[src/rtl/servo_pkg.sv]
// Shared definitions for the servo clock-divider controller: reset ratio and
// the ratio-change FSM state encoding.
package servo_pkg;

  localparam int unsigned DEFAULT_DIV_C = 100;

  typedef enum logic [1:0] {
    IDLE,
    CHECK,
    PEND
  } state_e;

endpackage

[src/rtl/div_core.sv]
// Even-ratio divider core: 50 % duty clk_out with period div_i, a registered
// tick one cycle after each rising phase starts, and a synchronous phase load.
module div_core #(
  parameter int DIV_W = 32
) (
  input  logic             clk_in,
  input  logic             rst,
  input  logic [DIV_W-1:0] div_i,
  input  logic             load_i,
  output logic             clk_out_o,
  output logic             tick_o,
  output logic             term_o
);

  logic [DIV_W-1:0] count_q, count_d;
  logic [DIV_W-1:0] tc;
  logic             clk_out_q, clk_out_d;
  logic             clk_prev_q;
  logic             tick_q;

  assign tc     = (div_i >> 1) - DIV_W'(1);
  assign term_o = (count_q == tc);

  // A load always lands on a terminate of the high phase, so forcing the phase
  // low here matches the natural falling edge and never creates a runt.
  // NOTE: every always_comb output gets a default first, so no path can leave
  // it unassigned and infer a latch.
  always_comb begin
    count_d   = count_q + DIV_W'(1);
    clk_out_d = clk_out_q;
    if (load_i) begin
      count_d   = '0;
      clk_out_d = 1'b0;
    end else if (term_o) begin
      count_d   = '0;
      clk_out_d = ~clk_out_q;
    end
  end

  // NOTE: sequential state uses non-blocking assignments so every register
  // samples the pre-edge values of the others, independent of statement order.
  always_ff @(posedge clk_in or posedge rst) begin
    if (rst) begin
      count_q    <= '0;
      clk_out_q  <= 1'b0;
      clk_prev_q <= 1'b0;
      tick_q     <= 1'b0;
    end else begin
      count_q    <= count_d;
      clk_out_q  <= clk_out_d;
      clk_prev_q <= clk_out_q;
      tick_q     <= clk_out_q & ~clk_prev_q;
    end
  end

  assign clk_out_o = clk_out_q;
  assign tick_o    = tick_q;

endmodule

[src/rtl/clk_div_ctrl.sv]
// Servo clock-divider controller: round-robin arbitration of ratio requests,
// validation, and commit of accepted ratios on a full clk_out period boundary.
module clk_div_ctrl
  import servo_pkg::*;
#(
  parameter int          N_REQ       = 2,
  parameter int          DIV_W       = 32,
  parameter int unsigned DEFAULT_DIV = DEFAULT_DIV_C
) (
  input  logic                   clk_in,
  input  logic                   rst,
  input  logic [N_REQ-1:0]       req,
  input  logic [N_REQ*DIV_W-1:0] req_div,
  output logic [N_REQ-1:0]       ack,
  output logic [N_REQ-1:0]       err,
  output logic                   busy,
  output logic [DIV_W-1:0]       cur_div,
  output logic                   clk_out,
  output logic                   tick
);

  localparam int IDX_W = (N_REQ > 1) ? $clog2(N_REQ) : 1;

  state_e           state_q;
  logic [IDX_W-1:0] grant_q;
  logic [IDX_W-1:0] rr_ptr_q;
  logic [DIV_W-1:0] div_q;
  logic [DIV_W-1:0] cur_div_q;
  logic [N_REQ-1:0] ack_q, err_q;
  logic             busy_q;

  logic [N_REQ-1:0] elig;
  logic             found;
  logic [IDX_W-1:0] pick;
  logic [IDX_W-1:0] rr_ptr_d;
  logic [DIV_W-1:0] sel_div;
  logic             term;
  logic             boundary;
  logic             commit;

  // Requesters being acknowledged or rejected this cycle still hold req high.
  assign elig = req & ~ack_q & ~err_q;

  always_comb begin
    int idx;
    int nxt;
    idx   = 0;
    found = 1'b0;
    pick  = '0;
    for (int k = 0; k < N_REQ; k++) begin
      idx = int'(rr_ptr_q) + k;
      if (idx >= N_REQ) idx = idx - N_REQ;
      if (!found && elig[idx]) begin
        found = 1'b1;
        pick  = IDX_W'(idx);
      end
    end
    nxt = int'(pick) + 1;
    if (nxt >= N_REQ) nxt = 0;
    rr_ptr_d = IDX_W'(nxt);
    sel_div  = req_div[int'(pick)*DIV_W +: DIV_W];
  end

  assign boundary = term & clk_out;
  assign commit   = (state_q == PEND) & boundary;

  always_ff @(posedge clk_in or posedge rst) begin
    if (rst) begin
      state_q   <= IDLE;
      grant_q   <= '0;
      rr_ptr_q  <= '0;
      div_q     <= '0;
      cur_div_q <= DIV_W'(DEFAULT_DIV);
      ack_q     <= '0;
      err_q     <= '0;
      busy_q    <= 1'b0;
    end else begin
      ack_q <= '0;
      err_q <= '0;
      case (state_q)
        IDLE: begin
          if (found) begin
            grant_q  <= pick;
            div_q    <= sel_div;
            rr_ptr_q <= rr_ptr_d;
            state_q  <= CHECK;
            busy_q   <= 1'b1;
          end
        end
        CHECK: begin
          if (div_q < DIV_W'(2) || div_q[0]) begin
            err_q[grant_q] <= 1'b1;
            state_q        <= IDLE;
            busy_q         <= 1'b0;
          end else if (div_q == cur_div_q) begin
            ack_q[grant_q] <= 1'b1;
            state_q        <= IDLE;
            busy_q         <= 1'b0;
          end else begin
            state_q <= PEND;
          end
        end
        PEND: begin
          if (boundary) begin
            cur_div_q      <= div_q;
            ack_q[grant_q] <= 1'b1;
            state_q        <= IDLE;
            busy_q         <= 1'b0;
          end
        end
        default: begin
          state_q <= IDLE;
          busy_q  <= 1'b0;
        end
      endcase
    end
  end

  div_core #(
    .DIV_W(DIV_W)
  ) u_div_core (
    .clk_in   (clk_in),
    .rst      (rst),
    .div_i    (cur_div_q),
    .load_i   (commit),
    .clk_out_o(clk_out),
    .tick_o   (tick),
    .term_o   (term)
  );

  assign ack     = ack_q;
  assign err     = err_q;
  assign busy    = busy_q;
  assign cur_div = cur_div_q;

endmodule

[config.mk]
export PLATFORM = sky130hd
export DESIGN_NAME = clk_div_ctrl
export DESIGN_NICKNAME = d
export VERILOG_FILES = /design/src/rtl/servo_pkg.sv /design/src/rtl/div_core.sv /design/src/rtl/clk_div_ctrl.sv
export SDC_FILE = /design/constraint.sdc
export NUM_CORES = 1
export LEC_CHECK = 0
export BUFFER_PORTS_ARGS = -buffer_cell sky130_fd_sc_hd__clkbuf_2
export CAP_MARGIN = 20
export CORE_ASPECT_RATIO = 2
export CORE_UTILIZATION = 35
export DETAILED_ROUTE_END_ITERATION = 6
export GPL_TIMING_DRIVEN = 0
export SKIP_CTS_REPAIR_TIMING = 1
export SYNTH_ARGS = -nofsm -noshare
export SYNTH_HDL_FRONTEND = slang
export SYNTH_SLANG_ARGS = --single-unit
export TNS_END_PERCENT = 1
[constraint.sdc]
create_clock -name clk_in -period 5.42 [get_ports clk_in]
set_input_delay 1.084 -clock clk_in [delete_from_list [all_inputs] [get_ports clk_in]]
set_output_delay 1.084 -clock clk_in [all_outputs]
set_load 0.05 [all_outputs]
==> flow_summary_export.csv, run 1 <==
group,metric,value,unit
layout,register_area,2710,µm²
timing,setup-tns-final,0,ns
timing,whs,0.395,ns
power,p_leak,3.68,nW
route,wl,20500,µm
yosys,synth-main-ff-cell,"dfrtp_1",
timing,fin_ws,0.922,ns
timing,min_period_over_period,83.0,%
clock_network,cts-htree-levels,3,
global_route,grt-ovfl-total,0,
die,dieArea,19200,µm²
layout,fill_cells,1817,
layout,drive_above_1_share,18.8,%
setup_path,critical_path_class,"register to register",
yosys,avgSynthCellArea,9.54,µm²
placed_design,place_ws,0.982,ns
layout,final_area,7670,µm²
route,wire_per_inst,20.1,µm
clock_network,cts_tree,"yes",
power,power_density,334,nW/µm²
global_route,first_global_vias,5810,
yosys,synth_edf_count,0,
die,fp.coreArea,18200,µm²
layout,diodes,0,
placed_design,placed_area,7340,µm²
status,violations,"DRC",
global_route,grt_max_degree,69,
yosys,syn_area,6510,µm²
timing,rsz0062_at_grt,"no",
die,rows,70,
run,drv_cap,0,
route,vias,5665,
timing,slew_headroom,55.3,%
yosys,synthArstFlopShare,100,%
power,max-vdd-ir-drop,239,µV
timing,fmax,0.222,GHz
die,fp.dieW,98.4,µm
hold_path,hold_path.class,"register to register",
yosys,yosys_register_bits,108,
global_route,grt_pass1_wl,32000,µm
layout,nets,873,
setup_path,cp_max_fo,10,
timing,finalHoldViolCount,0,
timing,worst_pin_slew,0.664,ns
route,drt-initial-drc-count,345,
yosys,synth_area_leader_cell,"dfrtp_1",
global_route,grt_antenna_before_repair,0,
clock_network,cts.sink_count,108,
yosys,synth.distinct_cells,66,
clock_network,cts_buffers,9,
setup_path,end_kind,"register",
yosys,ys_warn_count,0,
clock_network,clockBufferDepth,2,
die,fp.dieH,195,µm
clock_network,insertion_delay,0.37,ns
yosys,syn_nets,755,
timing,fin_worst_skew,0.00942,ns
timing,setup_viol,0,
yosys,yosysTopAreaCellShare,40.4,%
clock_network,path_clk_slew,0.07,ns
layout,multi_input_area,3390,µm²
die,start_util,35.7,%
status,status,"complete, but fails checks",
setup_path,start_kind,"register",
yosys,synth_cells,682,
timing,slew_violations,0,
timing,finalCriticalPeriod,4.50,ns
layout,area_growth,17.8,%
clock_network,root_buffer,"clkbuf_16",
route,vias_per_cell,5.55,
placed_design,io_buffer_count,106,
yosys,netlist_top_cells_area,"dfrtp_1 (40%), xnor2_1 (8.3%), xor2_1 (5.1%)",
route,antenna_left,0,
global_route,track_usage,22.3,%
setup_path,crit_arrival,4.73,ns
yosys,yosysSeqAreaShare,41.6,%
setup_path,worstPathRequired,5.66,ns
placed_design,dp_hpwl,16400,µm
route,drc_errors,2,
placed_design,place_congestion,0.924,
die,ioPinCount,107,
route,drt_first_pass_iters,7,
[logic make-up (layout without fill, tap and decap cells)]
family	after synthesis	in the layout	share of synthesized area (%)
AND/OR/NAND/NOR	265	265	22.5
adder cells (fa/ha/maj)	6	6	1.11
AO/OA/AOI/OAI	78	78	9.71
XOR/XNOR	100	100	13.5
multiplexers	31	31	5.34
flip-flops	108	108	41.6
buffers and inverters	94	217	6.32
[cell usage after synthesis, drive strengths merged (5+ instances only)]
| library cell | count |
|---|---|
| nor4 | 26 |
| xnor2 | 62 |
| dfrtp | 105 |
| nor3 | 22 |
| nor2 | 63 |
| o21ai | 12 |
| a222oi | 32 |
| nor4b | 5 |
| or4 | 5 |
| nor2b | 8 |
| nand3 | 26 |
| nand4 | 22 |
| nand2 | 38 |
| xor2 | 38 |
| inv | 44 |
| or3 | 8 |
| nor3b | 6 |
| buf | 12 |
| mux2 | 30 |
| and3 | 11 |
| a21oi | 8 |
| nand4b | 5 |
| clkbuf | 38 |
| ha | 5 |
[critical path, stage by stage (launching register included)]
cell	delay, ns
dfstp_2	0.38
clkbuf_1	0.22
nor3_2	0.59
nand4b_2	0.39
nor4_2	0.59
mux2_2	0.40
a31o_2	0.22
a21oi_1	0.33
and4b_1	0.24
buf_4	0.20
and2_1	0.16
buf_6	0.13
buf_8	0.15
mux2_1	0.35
[power breakdown]
part           switching (mW)  internal (mW)
logic                   0.371          0.282
clock network           0.320          0.422
registers               0.221          0.944
[through the flow]
step	power (mW)	cells	utilization [%]
after floorplan	1.56	682	-
after global placement	1.82	1004	40.1
after detailed placement	1.83	1005	40.3
after CTS	2.58	1021	42.1
after global routing	2.70	1021	42.1
final	2.56	1021	42.1
[per-layer routing]
layer  GRT usage, %  routed length, µm  up-vias
met3           3.52                792       58
met4           14.8               1260        0
met1           21.1               6890     2738
li1               -                  -     2681
met5              0                  0        -
met2           43.1              11600      188
[final cells by class]
| type | instances | share of cell area (%) |
|---|---|---|
| Clock buffer | 10 | 3.12 |
| Inverter | 44 | 2.19 |
| Multi-Input combinational cell | 480 | 44.2 |
| Buffer | 50 | 3.21 |
| Sequential cell | 108 | 35.3 |
| Clock inverter | 6 | 1.19 |
| Timing Repair Buffer | 107 | 7.28 |
| Tap cell | 216 | 3.52 |
[sequential cells by signal, indices dropped and copies added (netlist names)]
register	count
cur_div	32
rr_ptr_q	1
u_div_core.clk_prev_q	1
busy	1
u_div_core.tick_o	1
err	2
grant_q	1
u_div_core.count_q	32
ack	2
state_q	2
u_div_core.clk_out_o	1
div_q	32
[final timing paths]
path / start / to / slack (ns) / depth (start not counted)
worst max-delay path: cur_div[6] / cur_div[15] / 0.92 / 13
worst min-delay path: u_div_core.clk_prev_q / u_div_core.tick_o / 0.40 / 1
worst max register to register: cur_div[6] / cur_div[15] / 0.92 / 13
worst min register to register: u_div_core.clk_prev_q / u_div_core.tick_o / 0.40 / 1
max in group asynchronous: rst / cur_div[2] / 3.92 / 3
min in group asynchronous: rst / u_div_core.tick_o / 0.75 / 2
[cell usage in the layout, fill, tap and decap left out, drive strengths merged, types with 11 or more instances in the layout]
cell type / instances
mux2: 30
nor3: 22
xnor2: 62
inv: 47
clkbuf: 154
buf: 13
nand4: 22
nor2: 63
nand2: 38
dfrtp: 105
xor2: 38
nor4: 26
nand3: 26
o21ai: 12
and3: 11
a222oi: 32
No activity file was read; power rests on OpenSTA's default activity.
==> run 2: changes to the inputs <==
==> constraint.sdc (replaced) <==
create_clock -name clk_in -period 4 [get_ports clk_in]
set_input_delay 0.8 -clock clk_in [delete_from_list [all_inputs] [get_ports clk_in]]
set_output_delay 0.8 -clock clk_in [all_outputs]
set_load 0.05 [all_outputs]
==> run 2 against run 1 <==
  * The flow still finishes with violations (DRC)
  * Clock skew fell by 0.0022 ns
  * Global-route usage stayed put
  * Power up 36%
  * Sequential share of layout area shrank 1.0 points
  * Final cell count increased by 0.88%
  * Critical endpoint unchanged
==> flow_summary_export.csv, run 2 (synthesized netlist as in run 1, its figures left out) <==
group,metric,value,unit
timing,finalCriticalPeriod,3.92,ns
layout,diodes,0,
route,wl,20800,µm
route,drt-initial-drc-count,378,
layout,layout_commonest_cell,"clkbuf_2",
setup_path,crit_arrival,4.16,ns
global_route,first_global_vias,5810,
die,rows,70,
clock_network,cts_buffers,9,
clock_network,insertion_delay,0.36,ns
global_route,track_usage,22.3,%
timing,slew_headroom,58.8,%
timing,setup-tns-final,0,ns
timing,fin_worst_skew,0.00726,ns
clock_network,cts.sink_count,108,
power,p_leak,3.79,nW
placed_design,placed_area,7340,µm²
power,max-vdd-ir-drop,322,µV
status,status,"complete, but fails checks",
setup_path,cp_max_fo,10,
setup_path,start_kind,"register",
timing,setup_viol,0,
timing,fin_ws,0.0755,ns
route,vias_per_cell,5.60,
global_route,grt_pass1_wl,32000,µm
setup_path,worstPathRequired,4.24,ns
power,power_density,439,nW/µm²
placed_design,place_ws,-0.438,ns
timing,min_period_over_period,98.1,%
die,start_util,35.7,%
clock_network,clockBufferDepth,2,
layout,stdcell_count,1030,
layout,mostFrequentLayoutCells,"clkbuf_2 (107), dfrtp_1 (103), nor2_1 (63)",
status,violations,"DRC",
setup_path,critical_path_class,"register to register",
route,wire_per_inst,20.1,µm
layout,area_growth,21.4,%
clock_network,cts_tree,"yes",
route,antenna_left,0,
timing,rsz0062_at_grt,"yes",
route,drt_first_pass_iters,7,
placed_design,dp_hpwl,16400,µm
clock_network,path_clk_slew,0.07,ns
die,fp.coreArea,18200,µm²
die,dieArea,19200,µm²
timing,slew_violations,0,
global_route,grt_max_degree,69,
placed_design,place_congestion,0.924,
die,ioPinCount,107,
layout,fill_cells,1807,
setup_path,end_kind,"register",
die,fp.dieW,98.4,µm
layout,nets,882,
run,drv_cap,0,
placed_design,io_buffer_count,106,
clock_network,cts-htree-levels,3,
hold_path,hold_path.class,"register to register",
hold_path,whs_path_depth,1,
global_route,grt-ovfl-total,0,
die,fp.dieH,195,µm
layout,drive_above_1_share,21.7,%
setup_path,reg2regPathDepth,14,
timing,fmax,0.255,GHz
timing,whs,0.398,ns
timing,finalHoldViolCount,0,
clock_network,root_buffer,"clkbuf_16",
layout,postLayoutCoreUtil,43.4,%
route,vias,5767,
power,p_total,3.47,mW
timing,worst_pin_slew,0.618,ns
layout,final_area,7900,µm²
placed_design,place_inst,1005,
global_route,grt_antenna_before_repair,0,
route,drc_errors,2,
## run 2: cell count changes in the layout (fill, tap and decap cells not counted), moves of 3 or more
cell,before,now
buf_4,1,13
clkbuf_1,38,33
nor4_1,23,19
nor4_4,0,3
## run 2: worst max-delay path: stages (launching register included)
cell and delay (ns):
dfrtp_1 0.40, buf_6 0.15, or4_4 0.53, or2_1 0.24, buf_6 0.15, nor4_4 0.39, mux2_2 0.38, a31o_2 0.25
a21oi_4 0.17, and4b_1 0.24, buf_6 0.13, and2_1 0.14, buf_6 0.14, buf_12 0.14, mux2_1 0.34
## run 2: power breakdown
part	leakage [nW]	internal, mW	total (mW)	switching [mW]
clock	0.164	0.572	1.00	0.433
combinational	2.20	0.382	0.884	0.502
sequential	1.42	1.28	1.58	0.303
total	3.79	2.23	3.47	1.24
## run 2: final timing paths
check | from | to | slack (ns)
min reg2reg | u_div_core.clk_prev_q | u_div_core.tick_o | 0.40
max in group asynchronous | rst | cur_div[5] | 2.78
max reg2reg | cur_div[3] | cur_div[15] | 0.08
max | cur_div[3] | cur_div[15] | 0.08
min in group asynchronous | rst | u_div_core.tick_o | 0.47
min | u_div_core.clk_prev_q | u_div_core.tick_o | 0.40
## run 2: layer usage
metal	track usage, %	up-vias	wire length [µm]
met5	0	-	0
met4	14.8	0	1340
met3	3.52	69	671
met2	43.1	184	11800
met1	21.1	2816	6950
li1	-	2698	-
## run 2: area by class of cell
class                           count  area [µm²]  share of cell area [%]
Timing Repair Buffer              121         676                    8.55
Clock inverter                      6        91.3                    1.16
Sequential cell                   108        2710                    34.3
Clock buffer                       10         239                    3.02
Tap cell                          216         270                    3.42
Buffer                             45         241                    3.06
Multi-Input combinational cell    480        3510                    44.4
Inverter                           44         168                    2.12
